[config.mk]
export PLATFORM = sky130hd
export DESIGN_NAME = writeback_arbiter
export DESIGN_NICKNAME = d
export VERILOG_FILES = /design/src/rtl/wb_pkg.sv /design/src/rtl/wb_rr_picker.sv /design/src/rtl/writeback_arbiter.sv
export SDC_FILE = /design/constraint.sdc
export NUM_CORES = 1
export LEC_CHECK = 0
export CAP_MARGIN = 40
export CORE_ASPECT_RATIO = 1.75
export CORE_UTILIZATION = 35
export CTS_BUF_LIST = sky130_fd_sc_hd__clkbuf_8
export DETAILED_ROUTE_END_ITERATION = 10
export PLACE_DENSITY = 0.61
export SLEW_MARGIN = 40
export SYNTH_ARGS = -nofsm -noshare
export SYNTH_HDL_FRONTEND = slang
export SYNTH_SLANG_ARGS = --single-unit
export TNS_END_PERCENT = 1
[constraint.sdc]
create_clock -name clk -period 8.95 [get_ports clk]
set_input_delay 1.79 -clock clk [delete_from_list [all_inputs] [get_ports clk]]
set_output_delay 1.79 -clock clk [all_outputs]
set_load 0.01 [all_outputs]
[src/rtl/wb_pkg.sv]
// Shared types and constants for the writeback arbiter.
// Optional counters are enabled with WB_ARB_STATS_EN.
package wb_pkg;

    localparam int LANES  = 4;
    localparam int DATA_W = 16;
    localparam int REG_W  = 4;
    localparam int TAG_W  = 4;
    localparam int PTR_W  = 3;

    typedef struct packed {
        logic              valid;
        logic [REG_W-1:0]  rd;
        logic [DATA_W-1:0] data;
        logic [TAG_W-1:0]  tag;
    } wb_entry_t;

    function automatic logic [PTR_W-1:0] rr_next(
        input logic [PTR_W-1:0] ptr,
        input int               n
    );
        int nx;
        nx = int'(ptr) + 1;
        if (nx >= n) nx = 0;
        return PTR_W'(nx);
    endfunction

endpackage

[src/rtl/wb_rr_picker.sv]
// Combinational round-robin picker: up to LANES grants per cycle,
// skipping slots whose register is already granted this cycle.
module wb_rr_picker
    import wb_pkg::*;
#(
    parameter int NUM_SRC = 6
) (
    input  logic [NUM_SRC-1:0]            occ,
    input  logic [NUM_SRC-1:0][REG_W-1:0] regs,
    input  logic [PTR_W-1:0]              rr_ptr,
    output logic [LANES-1:0][PTR_W-1:0]   lane_idx,
    output logic [LANES-1:0]              lane_vld,
    output logic [NUM_SRC-1:0]            grant,
    output logic [NUM_SRC-1:0]            conflict,
    output logic [PTR_W-1:0]              next_ptr
);

    logic [LANES-1:0][REG_W-1:0] g_reg;
    logic [PTR_W-1:0]            idx;
    logic [2:0]                  cnt;
    logic                        hit;

    always_comb begin
        grant    = '0;
        conflict = '0;
        lane_vld = '0;
        lane_idx = '0;
        g_reg    = '0;
        next_ptr = rr_ptr;
        cnt      = '0;
        idx      = '0;
        hit      = 1'b0;
        for (int k = 0; k < NUM_SRC; k++) begin
            idx = PTR_W'((int'(rr_ptr) + k) % NUM_SRC);
            hit = 1'b0;
            for (int l = 0; l < LANES; l++) begin
                if ((3'(l) < cnt) && (g_reg[l] == regs[idx]))
                    hit = 1'b1;
            end
            if (occ[idx]) begin
                if (hit) begin
                    conflict[idx] = 1'b1;
                end else if (cnt < 3'(LANES)) begin
                    grant[idx]           = 1'b1;
                    lane_vld[cnt[1:0]]   = 1'b1;
                    lane_idx[cnt[1:0]]   = idx;
                    g_reg[cnt[1:0]]      = regs[idx];
                    next_ptr             = rr_next(idx, NUM_SRC);
                    cnt                  = cnt + 3'd1;
                end
            end
        end
    end

endmodule

[src/rtl/writeback_arbiter.sv]
// Per-source holding slots scheduled onto the 4-lane register-file
// write port. WB_ARB_STATS_EN adds grant/conflict counters.
module writeback_arbiter
    import wb_pkg::*;
#(
    parameter int NUM_SRC = 6
) (
    input  logic                      clk,
    input  logic                      rst_n,
    input  logic                      flush,
    input  logic [NUM_SRC-1:0]        src_valid_flat,
    output logic [NUM_SRC-1:0]        src_ready_flat,
    input  logic [NUM_SRC*REG_W-1:0]  src_reg_flat,
    input  logic [NUM_SRC*DATA_W-1:0] src_data_flat,
    input  logic [NUM_SRC*TAG_W-1:0]  src_tag_flat,
    output logic [LANES-1:0]          wr_en_flat,
    output logic [LANES*REG_W-1:0]    wr_reg_flat,
    output logic [LANES*DATA_W-1:0]   wr_data_flat,
    output logic [LANES*TAG_W-1:0]    wr_tag_flat
`ifdef WB_ARB_STATS_EN
    ,
    output logic [31:0]               stat_grants,
    output logic [31:0]               stat_conflicts
`endif
);

    wb_entry_t [NUM_SRC-1:0]            slot;
    logic [NUM_SRC-1:0]                 occ;
    logic [NUM_SRC-1:0][REG_W-1:0]      regs;
    logic [PTR_W-1:0]                   rr_ptr;
    logic [PTR_W-1:0]                   next_ptr;
    logic [LANES-1:0][PTR_W-1:0]        lane_idx;
    logic [LANES-1:0]                   lane_vld;
    logic [NUM_SRC-1:0]                 grant;
    logic [NUM_SRC-1:0]                 conflict;

    logic [LANES-1:0]                   wr_en;
    logic [LANES-1:0][REG_W-1:0]        wr_reg;
    logic [LANES-1:0][DATA_W-1:0]       wr_data;
    logic [LANES-1:0][TAG_W-1:0]        wr_tag;

    // Index 0 sits in the most-significant field of every flat bus.
    always_comb begin
        for (int i = 0; i < NUM_SRC; i++) begin
            occ[i]                        = slot[i].valid;
            regs[i]                       = slot[i].rd;
            src_ready_flat[NUM_SRC-1-i]   = ~slot[i].valid;
        end
        for (int l = 0; l < LANES; l++) begin
            wr_en_flat[LANES-1-l]                      = wr_en[l];
            wr_reg_flat[(LANES-1-l)*REG_W +: REG_W]    = wr_reg[l];
            wr_data_flat[(LANES-1-l)*DATA_W +: DATA_W] = wr_data[l];
            wr_tag_flat[(LANES-1-l)*TAG_W +: TAG_W]    = wr_tag[l];
        end
    end

    wb_rr_picker #(.NUM_SRC(NUM_SRC)) u_picker (
        .occ      (occ),
        .regs     (regs),
        .rr_ptr   (rr_ptr),
        .lane_idx (lane_idx),
        .lane_vld (lane_vld),
        .grant    (grant),
        .conflict (conflict),
        .next_ptr (next_ptr)
    );

    always_ff @(posedge clk or negedge rst_n) begin
        if (!rst_n) begin
            slot    <= '0;
            wr_en   <= '0;
            wr_reg  <= '0;
            wr_data <= '0;
            wr_tag  <= '0;
            rr_ptr  <= '0;
        end else if (flush) begin
            slot    <= '0;
            wr_en   <= '0;
            rr_ptr  <= '0;
        end else begin
            for (int i = 0; i < NUM_SRC; i++) begin
                if (grant[i]) begin
                    slot[i].valid <= 1'b0;
                end else if (src_valid_flat[NUM_SRC-1-i] &&
                             !slot[i].valid) begin
                    slot[i] <= '{
                        valid: 1'b1,
                        rd:    src_reg_flat[(NUM_SRC-1-i)*REG_W +: REG_W],
                        data:  src_data_flat[(NUM_SRC-1-i)*DATA_W +: DATA_W],
                        tag:   src_tag_flat[(NUM_SRC-1-i)*TAG_W +: TAG_W]
                    };
                end
            end
            for (int l = 0; l < LANES; l++) begin
                wr_en[l] <= lane_vld[l];
                if (lane_vld[l]) begin
                    wr_reg[l]  <= slot[lane_idx[l]].rd;
                    wr_data[l] <= slot[lane_idx[l]].data;
                    wr_tag[l]  <= slot[lane_idx[l]].tag;
                end
            end
            rr_ptr <= next_ptr;
        end
    end

`ifdef WB_ARB_STATS_EN
    logic [32:0] g_sum;
    logic [32:0] c_sum;

    always_comb begin
        g_sum = {1'b0, stat_grants} + 33'($countones(lane_vld));
        c_sum = {1'b0, stat_conflicts} + 33'($countones(conflict));
    end

    // Counters survive flush; only reset clears them.
    always_ff @(posedge clk or negedge rst_n) begin
        if (!rst_n) begin
            stat_grants    <= '0;
            stat_conflicts <= '0;
        end else if (!flush) begin
            stat_grants    <= g_sum[32] ? '1 : g_sum[31:0];
            stat_conflicts <= c_sum[32] ? '1 : c_sum[31:0];
        end
    end
`endif

endmodule

-- Word level (Yosys, flattened, before mapping)
Index checks and enable logic that the tools add are counted.
- register bits: 253
- bits in latches: 0
- bits in writable memories: 0
- memory bits (read-only): 0
- input port bits: 153
- output and inout bits: 106
- word-level logic and storage cells: 440
- memories kept: 0
- add/subtract/negate cells: 15
- multiply operators: 0
- div/mod/pow operators: 6
- $lt $le $gt $ge: 57
- eq/ne operators: 23
- shift-type cells: 0
- multiplexer cells: 218
- bitwise logic cells: 17
- reductions and logical operators: 66
- operators by type and width (kind ; number):
    $bmux W25 S3 ; 4
    $mux W24 ; 10
    $mux W16 ; 12
    $mux W12 ; 15
    $mod A32 B4 Y32 const B ; 5
    $mux W150 ; 1
    $mux W25 ; 6
    $mux W3 ; 41
    $mux W4 ; 27
    $mux W6 ; 16
    $bmux W4 S3 ; 6
    $eq A4 B4 Y1 ; 17
    $bwmux W16 ; 4
    $bwmux W12 ; 5
    $mux W1 ; 45
    $lt A3 B4 Y1 const B ; 10
    $logic_and A1 B1 Y1 ; 37
    $demux W4 S2 ; 4
    $mod A4 B4 Y32 const B ; 1
    $demux W3 S2 ; 5
    $or A6 B6 Y6 ; 5
    $add A3 B1 Y4 const B ; 7
    $ge A4 B3 Y1 const B ; 6
    $lt A1 B3 Y1 const A ; 8
    other kinds (25) ; 105

-- Depth between registers and ports, before layout
Gate-level depths: netlist of the first run.
- depth after elaboration: 46
- depth in mapped cells: 40
- depth with buffers taken out: 29

-- Modules after synthesis
A second synthesis of the first run with hierarchy kept.
- cells, all modules: 2012
- area total of the unflattened synthesis: 19483.7 um^2
- modules (own cells, without submodules) (module ; instances ; cells an instance ; area an instance (um^2) ; seq. area each (um^2)):
    writeback_arbiter ; 1 ; 1178 ; 13615.6 ; 6331.1
    wb_rr_picker ; 1 ; 834 ; 5868.1 ; 0.0

-- Least setup slack after synthesis of the first run
No wires, ideal clock.
- kind: register -> register
- from: reg rr_ptr[0]
- to: reg wr_data (netlist bit wr_data_flat[46])
- setup time: 0.126 ns
- data arrival time: 8.528 ns
- required time: 8.824 ns
- path slack: 0.296 ns
- cell stages (with the launch flop): 35
- buffers on the path: 9
- period minus slack after synthesis: 8.654 ns
- cells stage by stage: dfrtp_1 > buf_2 > buf_6 > buf_6 > buf_6 > clkbuf_1 > clkbuf_1 > clkbuf_1 > inv_1 > ha_1 > a211oi_2 > xnor2_2 > inv_2 > mux2_2 > o21ai_1 > nor2_1 > o32a_1 > a2111oi_4 > a21oi_4 > a31oi_2 > xor2_1 > o41ai_2 > o211a_1 > nor3_1 > or4b_1 > o211a_2 > a21oi_1 > o21ai_1 > a211oi_4 > mux2i_1 > buf_2 > buf_2 > mux2i_1 > nor2_1 > o32a_1
- cells in the longest elaborated chain, start to end: 46
- elaborated cells between the ends (all ways): 238
- classes of those cells: add/sub (9); div (6); order compare (35); eq/ne (17); mux (139); bitwise (5); reduce/logical (27)
- RTL lines (item ; RTL line ; RTL):
    start: declaration ; writeback_arbiter.sv:30 ; logic [PTR_W-1:0] rr_ptr;
    start signal: assignment ; writeback_arbiter.sv:102 ; rr_ptr <= next_ptr;
    $add A3 B1 Y4 / $mod A4 B4 Y32 (equally long branches) ; wb_rr_picker.sv:34 ; idx = PTR_W'((int'(rr_ptr) + k) % NUM_SRC);
    $mod A32 B4 Y32, or another cell as far along ; wb_rr_picker.sv:34 ;
    $bmux W4 S3, or another cell as far along ; wb_rr_picker.sv:37, wb_rr_picker.sv:47 ;
    $mux W4 (implied by the code), or another cell as far along ; wb_rr_picker.sv:37, wb_rr_picker.sv:47 ;
    $eq A4 B4 Y1, or another cell as far along ; wb_rr_picker.sv:37 ; if ((3'(l) < cnt) && (g_reg[l] == regs[idx]))
    $logic_and A1 B1 Y1 (on tied branches) ; - ;
    $mux W1 / $mux W4 (equally long branches) ; wb_rr_picker.sv:37, wb_rr_picker.sv:47 ;
    $mux W1 / $demux W4 S2 (equally long branches) ; - ;
    [... 30 more ...] ; - ;
    $mux W3 (implied by the code) / $mux W1 (equally long branches) ; wb_rr_picker.sv:46, wb_rr_picker.sv:37 ;
    $demux W3 S2 / $mux W1 (equally long branches) ; - ;
    $bwmux W12 / $mux W1 (equally long branches) ; wb_rr_picker.sv:46, wb_rr_picker.sv:37 ;
    $mux W12 / $mux W1 (equally long branches) ; wb_rr_picker.sv:43, wb_rr_picker.sv:37 ;
    $mux W12 ; wb_rr_picker.sv:41 ; if (hit) begin
    $mux W12 ; wb_rr_picker.sv:40 ; if (occ[idx]) begin
    $bmux W25 S3 ; writeback_arbiter.sv:98 ; wr_data[l] <= slot[lane_idx[l]].data;
    $mux W24 ; - ;
    end signal: indexed assignment ; writeback_arbiter.sv:98 ;
    end: declaration ; writeback_arbiter.sv:39 ; logic [LANES-1:0][DATA_W-1:0] wr_data;
Parallel ways exist; a longest one is shown, timed or not. The select of a mux whose other input is x is not followed.
A chain may end at the register's enable or synchronous reset.

-- Final worst setup path of the first run
- from: reg rr_ptr[1]
- to: reg wr_data (netlist bit wr_data_flat[17])
Same word-level chain as after synthesis.

==> results of run 1 <==
[through the flow]
| step | area (um^2) | hold WS (ps) | worst slack [ps] |
|---|---|---|---|
| detailed placement | 26400 | 460 | 606 |
| global placement | 26300 | 465 | 771 |
| CTS | 27200 | 487 | 523 |
| finish | 27200 | 487 | 447 |
| floorplan | 20900 | 511 | 296 |
| global route | 27200 | 503 | 20.7 |
[final cells by class]
cell class | count | share of cell area (%)
tap | 780 | 3.59
timing repair buffer | 549 | 19.8
clock buffer | 47 | 2.38
sequential | 253 | 23.3
clock inverter | 17 | 0.506
multi-input combinational | 2024 | 49.9
antenna | 2 | 0.0184
inverter | 40 | 0.552
[worst min-delay path by stage]
stage                       to  depth (start not counted)
3_5_place_dp   wr_data_flat[4]                          2
4_1_cts        wr_data_flat[4]                          2
5_1_grt        wr_data_flat[1]                          2
3_3_place_gp    wr_tag_flat[8]                          2
2_1_floorplan  wr_data_flat[0]                          2
6_report       wr_data_flat[2]                          2
[cell usage after synthesis, types with 6 or more instances]
library cell	count
buf_4	8
o31ai_1	7
o41ai_1	45
inv_1	33
a21oi_1	155
mux2_1	28
o211ai_1	20
o21ai_0	51
a22oi_1	6
nor4_1	6
or2_2	8
nor2b_1	43
o32a_1	6
mux2i_1	194
dfrtp_1	253
a22o_1	99
and2_1	12
a211oi_1	127
a221oi_1	31
and3_1	29
a2111oi_0	22
nor2_1	160
o21ai_1	9
buf_1	22
nor3_1	33
a31oi_1	9
ha_1	34
nand2b_1	59
clkbuf_1	148
buf_2	43
nand4_1	105
inv_2	7
mux2_2	37
xor2_1	12
or3_1	10
nand2_1	435
buf_6	7
xnor2_1	40
nand3_1	66
[worst max-delay path: cells and delay by family (launching register included)]
kind	cells	cell delay [ps]
buffers and inverters	9	1440
adders and majority gates	2	540
DFF	1	410
xor gates and xnor gates	1	280
AOI/OAI and AO/OA	10	2800
and+or+nand+nor	9	2200
muxes	2	670
[cell families (layout without fill, tap and decap cells)]
group	count (synthesis)	count (layout)	synth area share, %
xor+xnor	58	58	2.76
mux	259	259	12.8
simple gates	994	994	22.3
flops	253	253	30.3
other cells	0	2	0
buf+inv	268	653	5.47
fa+ha+maj	34	34	2.04
compound gates	679	679	24.3
[per-layer routing]
layer,global-route usage [%],vias to the layer above
met5,0,-
met4,40.5,10
met3,6.48,527
met2,62.5,1085
met1,31.4,11129
li1,-,10116
[flip-flops by register name (all words and copies together) (netlist names)]
signal and flops:
wr_data_flat 64, rr_ptr 3, slot 120, regs 24, wr_reg_flat 16, wr_tag_flat 16
wr_en 4, occ 6
[placed cells by master (no fill, tap or decap), drive strengths merged, types with 44 or more instances in the layout]
cell | Yosys | final
nand2 | 437 | 437
xnor2 | 44 | 44
clkdlybuf4s50 | 0 | 256
nand2b | 59 | 59
inv | 40 | 44
mux2i | 194 | 194
buf | 80 | 293
clkbuf | 148 | 47
o21ai | 60 | 60
a22o | 99 | 99
dfrtp | 253 | 253
a211oi | 131 | 131
nor2 | 162 | 162
mux2 | 65 | 65
o41ai | 46 | 46
a21oi | 157 | 157
nand4 | 105 | 105
nand3 | 66 | 66
==> metrics, run 1 <==
# IOs 259; Worst R2R End wr_data_flat[17]; Seq cells post-synth 253; clock sink total 253; synthesized area 20900 um^2; outcome finished clean; Worst-path clk slew 80 ps; CP endpoint wr_data_flat[17]; Reg area 6330 um^2; worst hold-check path type flop to flop; fmax 0.118 GHz; worst slew pin tran 847 ps; metal2 WL 54.5 mm; Final Cycle Share 95.0%; CTS Buf Count 38; synthesis warning total 0; Worst Clk Skew 43.8 ps; Hold Vio Cnt, Final 0; Worst Path Required 9460 ps; Slowest cell on crit path or4_4; vias per cell 6.16; Rel. slew slack 42.8%; RR Startpoint rr_ptr[1]; Post-Syn Instances 2545; Final setup viols 0; DP HPWL 82.5 mm; htree depth 2; Post-Syn Nets 2732; Overflow after GRT 0; CTS tree yes; Die W 187 um; Yosys top cell by area dfrtp_1; first-pass GRT wire length 156 mm; FILL cells 5911; Clock Latency Late Sink 630 ps; port bufs 258; R2R depth 33; worst-path maximum fanout 20; hold_sp wr_data_flat[2]; share of layout cells above drive strength 1 16.4%; cts repair resizes 0; Post-synth top flop dfrtp_1; P&R area growth vs syn 30.4%; ys async rst share 100%; Avg Inst Size Synth 8.20 um^2; Multi-input gate area 13600 um^2; full die area 60700 um^2; slowest stage delay, CP 490 ps; Critical Path End Type flop; sequential share of the synthesized area 30.3%; Slew Viols, Final 0; Tmin final 8500 ps; Yosys cell types 99; Critical Path Start rr_ptr[1]; fin util 46.1%; number of flops mapped to enable cells by yosys 0; Vias 22867; metal1 wirelength 33.2 mm; WL final 108 mm; Die Y-Extent 325 um; initial antenna violation count 8; Root Driver clkbuf_8; CP arrival 9020 ps; setup bufs post-CTS 0; initial core utilization 35.4%; wire per inst 29.2 um; metal3 WL 5.72 mm; RSZ-0062 raised after global routing no; Reg2Reg Setup Slack 450 ps; Max Cap Viol 0; CTS Buffer Depth 3; fin nets 3093; vias in the first global route 23127; top sig layer met5; DRC viols 0; Yosys top cell area share 30.3%; WS Path Type flop to flop; Routed Antenna Nets 0; placed cells 3646; Iter 0 DRT Violations 1731; CORE AREA 59100 um^2; main area contributors after synthesis dfrtp_1 (30%), mux2i_1 (9.3%), nand2_1 (7.8%), a211oi_1 (4.6%), a22o_1 (4.2%); setup_tns 0 ps; Placer Congestion 1.05; Worst Setup Start Kind flop; std cell rows 118; largest net degree at the start of global routing 97; TritonRoute pass-1 iters 6; Total GRT Usage 35.2%; Hold-fix buffers, CTS 0; Final Non-Filler Cells 3712
Power of run 1 is not shown: default switching activity piles up to over one toggle a cycle in this logic, so the estimate is an artifact.
==> run 2, diff against run 1 <==
- CORE_MARGIN: unset -> 2
==> metrics, run 2 (synthesis results as in run 1) <==
full die area 61700 um^2 (was 60700 um^2); first-pass GRT wire length 155 mm (was 156 mm); outcome finished clean (unchanged); Worst-path clk slew 70 ps (was 80 ps); RR Startpoint rr_ptr[1] (unchanged); WP depth 30 (was 33); Worst Path Required 9450 ps (was 9460 ps); Slowest cell on crit path or4b_1 (was or4_4); max reg flops 120 (unchanged); Root Driver clkbuf_8 (unchanged); CP arrival 9070 ps (was 9020 ps); Placer Congestion 1.01 (was 1.05); Worst R2R End wr_tag_flat[8] (was wr_data_flat[17]); DRC viols 0 (unchanged); TritonRoute pass-1 iters 6 (unchanged); Hold-fix buffers, CTS 0 (unchanged); initial antenna violation count 4 (was 8); slowest stage delay, CP 580 ps (was 490 ps); Final Cycle Share 95.8% (was 95.0%); Slew Viols, Final 0 (unchanged); Biggest register slot (unchanged); worst hold-check path type flop to flop (unchanged); DP HPWL 82.4 mm (was 82.5 mm); Reg2Reg Setup Slack 380 ps (was 450 ps); port bufs 258 (unchanged); commonest non-fill, non-tap cell in the layout nand2_1 (unchanged); setup_tns 0 ps (unchanged); P&R area growth vs syn 30.9% (was 30.4%); Critical Path Start rr_ptr[1] (unchanged); CORE AREA 59100 um^2 (unchanged); Final setup viols 0 (unchanged); Total GRT Usage 34.4% (was 35.2%); Die Y-Extent 327 um (was 325 um); WL final 107 mm (was 108 mm); Worst Clk Skew 24.7 ps (was 43.8 ps); Rel. slew slack 44.6% (was 42.8%); CP endpoint wr_tag_flat[8] (was wr_data_flat[17]); commonest cells after routing, fill and taps aside nand2_1 (434), clkdlybuf4s50_1 (256), dfrtp_1 (252) (unchanged); Hold Vio Cnt, Final 0 (unchanged); worst slew pin tran 825 ps (was 847 ps); Iter 0 DRT Violations 1730 (was 1731); Overflow after GRT 0 (unchanged); R2R depth 30 (was 33); Max Cap Viol 0 (unchanged); Clock Latency Late Sink 620 ps (was 630 ps); WS Path Type flop to flop (unchanged); clock sink total 253 (unchanged); Vias 22898 (was 22867); vias per cell 6.15 (was 6.16); share of layout cells above drive strength 1 16.4% (about the same); RSZ-0062 raised after global routing no (unchanged); Worst Setup Start Kind flop (unchanged); setup bufs post-CTS 0 (unchanged); wire per inst 28.9 um (was 29.2 um); CP bufs+invs 6 (was 9); fmax 0.117 GHz (was 0.118 GHz); std cell rows 118 (unchanged); initial core utilization 35.4% (unchanged); worst-path maximum fanout 21 (was 20); fin nets 3101 (was 3093); vias in the first global route 22999 (was 23127); CTS tree yes (unchanged); CTS Buffer Depth 3 (unchanged); CTS Buf Count 39 (was 38); Die W 189 um (was 187 um); Tmin final 8570 ps (was 8500 ps); Critical Path End Type flop (unchanged); most used cell, CP buf_4; Routed Antenna Nets 0 (unchanged); # IOs 259 (unchanged); htree depth 2 (unchanged); CP delay by family, top compound AO/OA/AOI/OAI gates (unchanged); largest net degree at the start of global routing 104 (was 97); fin util 46.3% (was 46.1%)
==> run 2: cell count changes in the layout (fill, tap and decap cells not counted), moves of 2 or more <==
cell	before	now
buf_4	244	248
inv_1	37	41
clkinv_2	8	5
a21oi_1	144	146
a21oi_4	4	2
buf_6	0	2
bufinv_16	2	4
==> run 2: worst min-delay path by stage <==
stage / startpoint / end / slack (ps) / cells past startpoint
finish: wr_data_flat[15] / wr_data_flat[15] / 500 / 2
detailed placement: wr_data_flat[2] / wr_data_flat[2] / 470 / 2
CTS: wr_data_flat[15] / wr_data_flat[15] / 490 / 2
global route: wr_data_flat[15] / wr_data_flat[15] / 520 / 2
global placement: wr_data_flat[15] / wr_data_flat[15] / 470 / 2
floorplan: wr_data_flat[0] / wr_data_flat[0] / 510 / 2
==> run 2: stage by stage <==
stage	setup WS (ps)	hold slack (ps)	area, um^2	std cells
after floorplan	296	511	20900	2545
after global placement	401	466	26400	3651
after detailed placement	424	465	26400	3652
after CTS	400	493	27300	3720
after global routing	13.6	518	27300	3722
final	377	499	27300	3722
==> run 2: area by class of cell <==
type                    instances  area (um^2)
repair buffers                556         5460
multi-input cells            2024        13600
clock buffers                  46          633
diodes                          1         2.50
well taps                     780          976
inverters                      40          150
flip-flops and latches        253         6330
clock inverters                22          210
fillers                      5795        31700
==> run 2: layer usage <==
metal / part of all wire [%] / global-route usage (%) / vias to the layer above
li1: - / - / 10146
met2: 51 / 62.3 / 1071
met3: 5.0 / 5.92 / 523
met4: 13 / 35.3 / 6
met1: 31 / 31.2 / 11152
met5: 0.038 / 0 / -
==> run 2: tightest hold or removal path, stage by stage, from the launching register on <==
cell,delay (ps)
dfrtp_1,360
nand2_1,60
o41ai_1,50
==> run 2: repair_timing <==
| action | 4_1_cts | 5_1_grt |
|---|---|---|
| resized for setup | 0 | 3 |
| setup endpoints to repair | 0 | 3 |
| endpoints found under the hold margin | 0 | 0 |
Power of run 2 is left out for the same reason.
==> run 3, diff against run 2 <==
- CELL_PAD_IN_SITES_DETAIL_PLACEMENT: unset -> 1
- CELL_PAD_IN_SITES_GLOBAL_PLACEMENT: unset -> 1
- PLACE_DENSITY: 0.61 -> 0.76
==> metrics, run 3 (synthesis results as in run 1) <==
outcome finished clean (unchanged); Rel. slew slack 39.7% (was 44.6%); worst-path maximum fanout 19 (was 21); Critical Path Start rr_ptr[1] (unchanged); worst slew pin tran 879 ps (was 825 ps); setup_tns 0 ps (unchanged); Overflow after GRT 0 (unchanged); vias in the first global route 25733 (was 22999); clock sink total 253 (unchanged); largest net degree at the start of global routing 102 (was 104); htree depth 2 (unchanged); DP HPWL 88.0 mm (was 82.4 mm); Clock Latency Late Sink 650 ps (was 620 ps); Die Y-Extent 327 um (unchanged); Routed Antenna Nets 0 (unchanged); Worst-path clk slew 70 ps (about the same); Placer Congestion 1.00 (was 1.01); TritonRoute pass-1 iters 5 (was 6); RR Startpoint rr_ptr[1] (unchanged); first-pass GRT wire length 171 mm (was 155 mm); max reg flops 120 (unchanged); CP arrival 9080 ps (was 9070 ps); Max Cap Viol 0 (unchanged); Slew Viols, Final 0 (unchanged); Slowest cell on crit path or4b_1 (unchanged); initial core utilization 35.4% (unchanged); Hold Vio Cnt, Final 0 (unchanged); Die W 189 um (unchanged); Worst Setup Start Kind flop (unchanged); commonest non-fill, non-tap cell in the layout nand2_1 (unchanged); WS Path Type flop to flop (unchanged); worst hold-check path type flop to flop (unchanged); port bufs 258 (unchanged); Worst Clk Skew 35.9 ps (was 24.7 ps); Tmin final 8590 ps (was 8570 ps); Final Cycle Share 95.9% (was 95.8%); Critical Path End Type flop (unchanged); WL final 117 mm (was 107 mm); P&R area growth vs syn 32.3% (was 30.9%); hold_sp wr_data_flat[2] (was wr_data_flat[15]); share of layout cells above drive strength 1 17.1% (was 16.4%); CTS tree yes (unchanged); fin nets 3120 (was 3101); Total GRT Usage 37.8% (was 34.4%); commonest cells after routing, fill and taps aside nand2_1 (433), buf_4 (260), clkdlybuf4s50_1 (256) (was nand2_1 (434), clkdlybuf4s50_1 (256), dfrtp_1 (252)); Vias 23839 (was 22898); DRC viols 0 (unchanged); fmax 0.116 GHz (was 0.117 GHz); Biggest register slot (unchanged); Final setup viols 0 (unchanged); setup bufs post-CTS 0 (unchanged); std cell rows 118 (unchanged); wire per inst 31.2 um (was 28.9 um); CTS Buf Count 40 (was 39); Root Driver clkbuf_8 (unchanged); Iter 0 DRT Violations 1588 (was 1730); # IOs 259 (unchanged); slowest stage delay, CP 540 ps (was 580 ps); Worst Path Required 9450 ps (about the same); RSZ-0062 raised after global routing no (unchanged); CORE AREA 59100 um^2 (unchanged); vias per cell 6.37 (was 6.15); CTS Buffer Depth 3 (unchanged); full die area 61700 um^2 (unchanged); initial antenna violation count 7 (was 4); most used cell, CP buf_4 (unchanged)
-- run 3: per-layer routing --
layer	vias up	GRT usage [%]	part of all wire (%)
met1	11833	33.6	31
met3	660	7.55	5.1
met4	6	44.6	15
li1	10176	-	-
met2	1164	65.9	50
met5	-	0.0785	0.035
-- run 3: area by class of cell --
| cell class | instances | area (um^2) |
|---|---|---|
| Inverter | 40 | 150 |
| Multi-Input combinational cell | 2024 | 13600 |
| Tap cell | 780 | 976 |
| Fill cell | 7025 | 31400 |
| Clock inverter | 22 | 205 |
| Sequential cell | 253 | 6330 |
| Antenna cell | 3 | 7.51 |
| Clock buffer | 48 | 661 |
| Timing Repair Buffer | 574 | 5660 |
-- run 3: path summary, 6_finish.rpt --
path	slack [ps]	cells past startpoint	end
setup / recovery	360	32	wr_data_flat[44]
hold / removal	500	2	wr_data_flat[2]
setup reg to reg	360	32	wr_data_flat[44]
hold reg to reg	500	2	wr_data_flat[2]
max in group asynchronous	6440	3	slot[65]
min in group asynchronous	1030	1	wr_en[2]
-- run 3: worst max-delay path: cells and delay by family (launching register included) --
kind                     cells  cell delay, ps
AO/OA/AOI/OAI               12            3230
AND/OR/NAND/NOR              6            1480
buffers and inverters        8            1460
XOR/XNOR                     3             970
adder cells (fa/ha/maj)      2             580
flip-flops                   1             440
multiplexers                 1             270
-- run 3: repair_timing --
action,4_1_cts,5_1_grt
setup endpoints to repair,0,49
gates resized for setup,0,10
hold buffers,0,0
-- run 3: stage by stage --
| stage | instances | hold WS (ps) | util [%] | instance area (um^2) | setup slack [ps] |
|---|---|---|---|---|---|
| floorplan | 2545 | 511 | - | 20900 | 296 |
| global placement | 3670 | 468 | 45.1 | 26600 | 705 |
| detailed placement | 3670 | 473 | 45.1 | 26600 | 443 |
| CTS | 3740 | 501 | 46.6 | 27500 | 381 |
| global route | 3743 | 526 | 46.8 | 27600 | 3.56 |
| finish | 3744 | 504 | 46.8 | 27600 | 364 |
Power of run 3 is left out for the same reason.
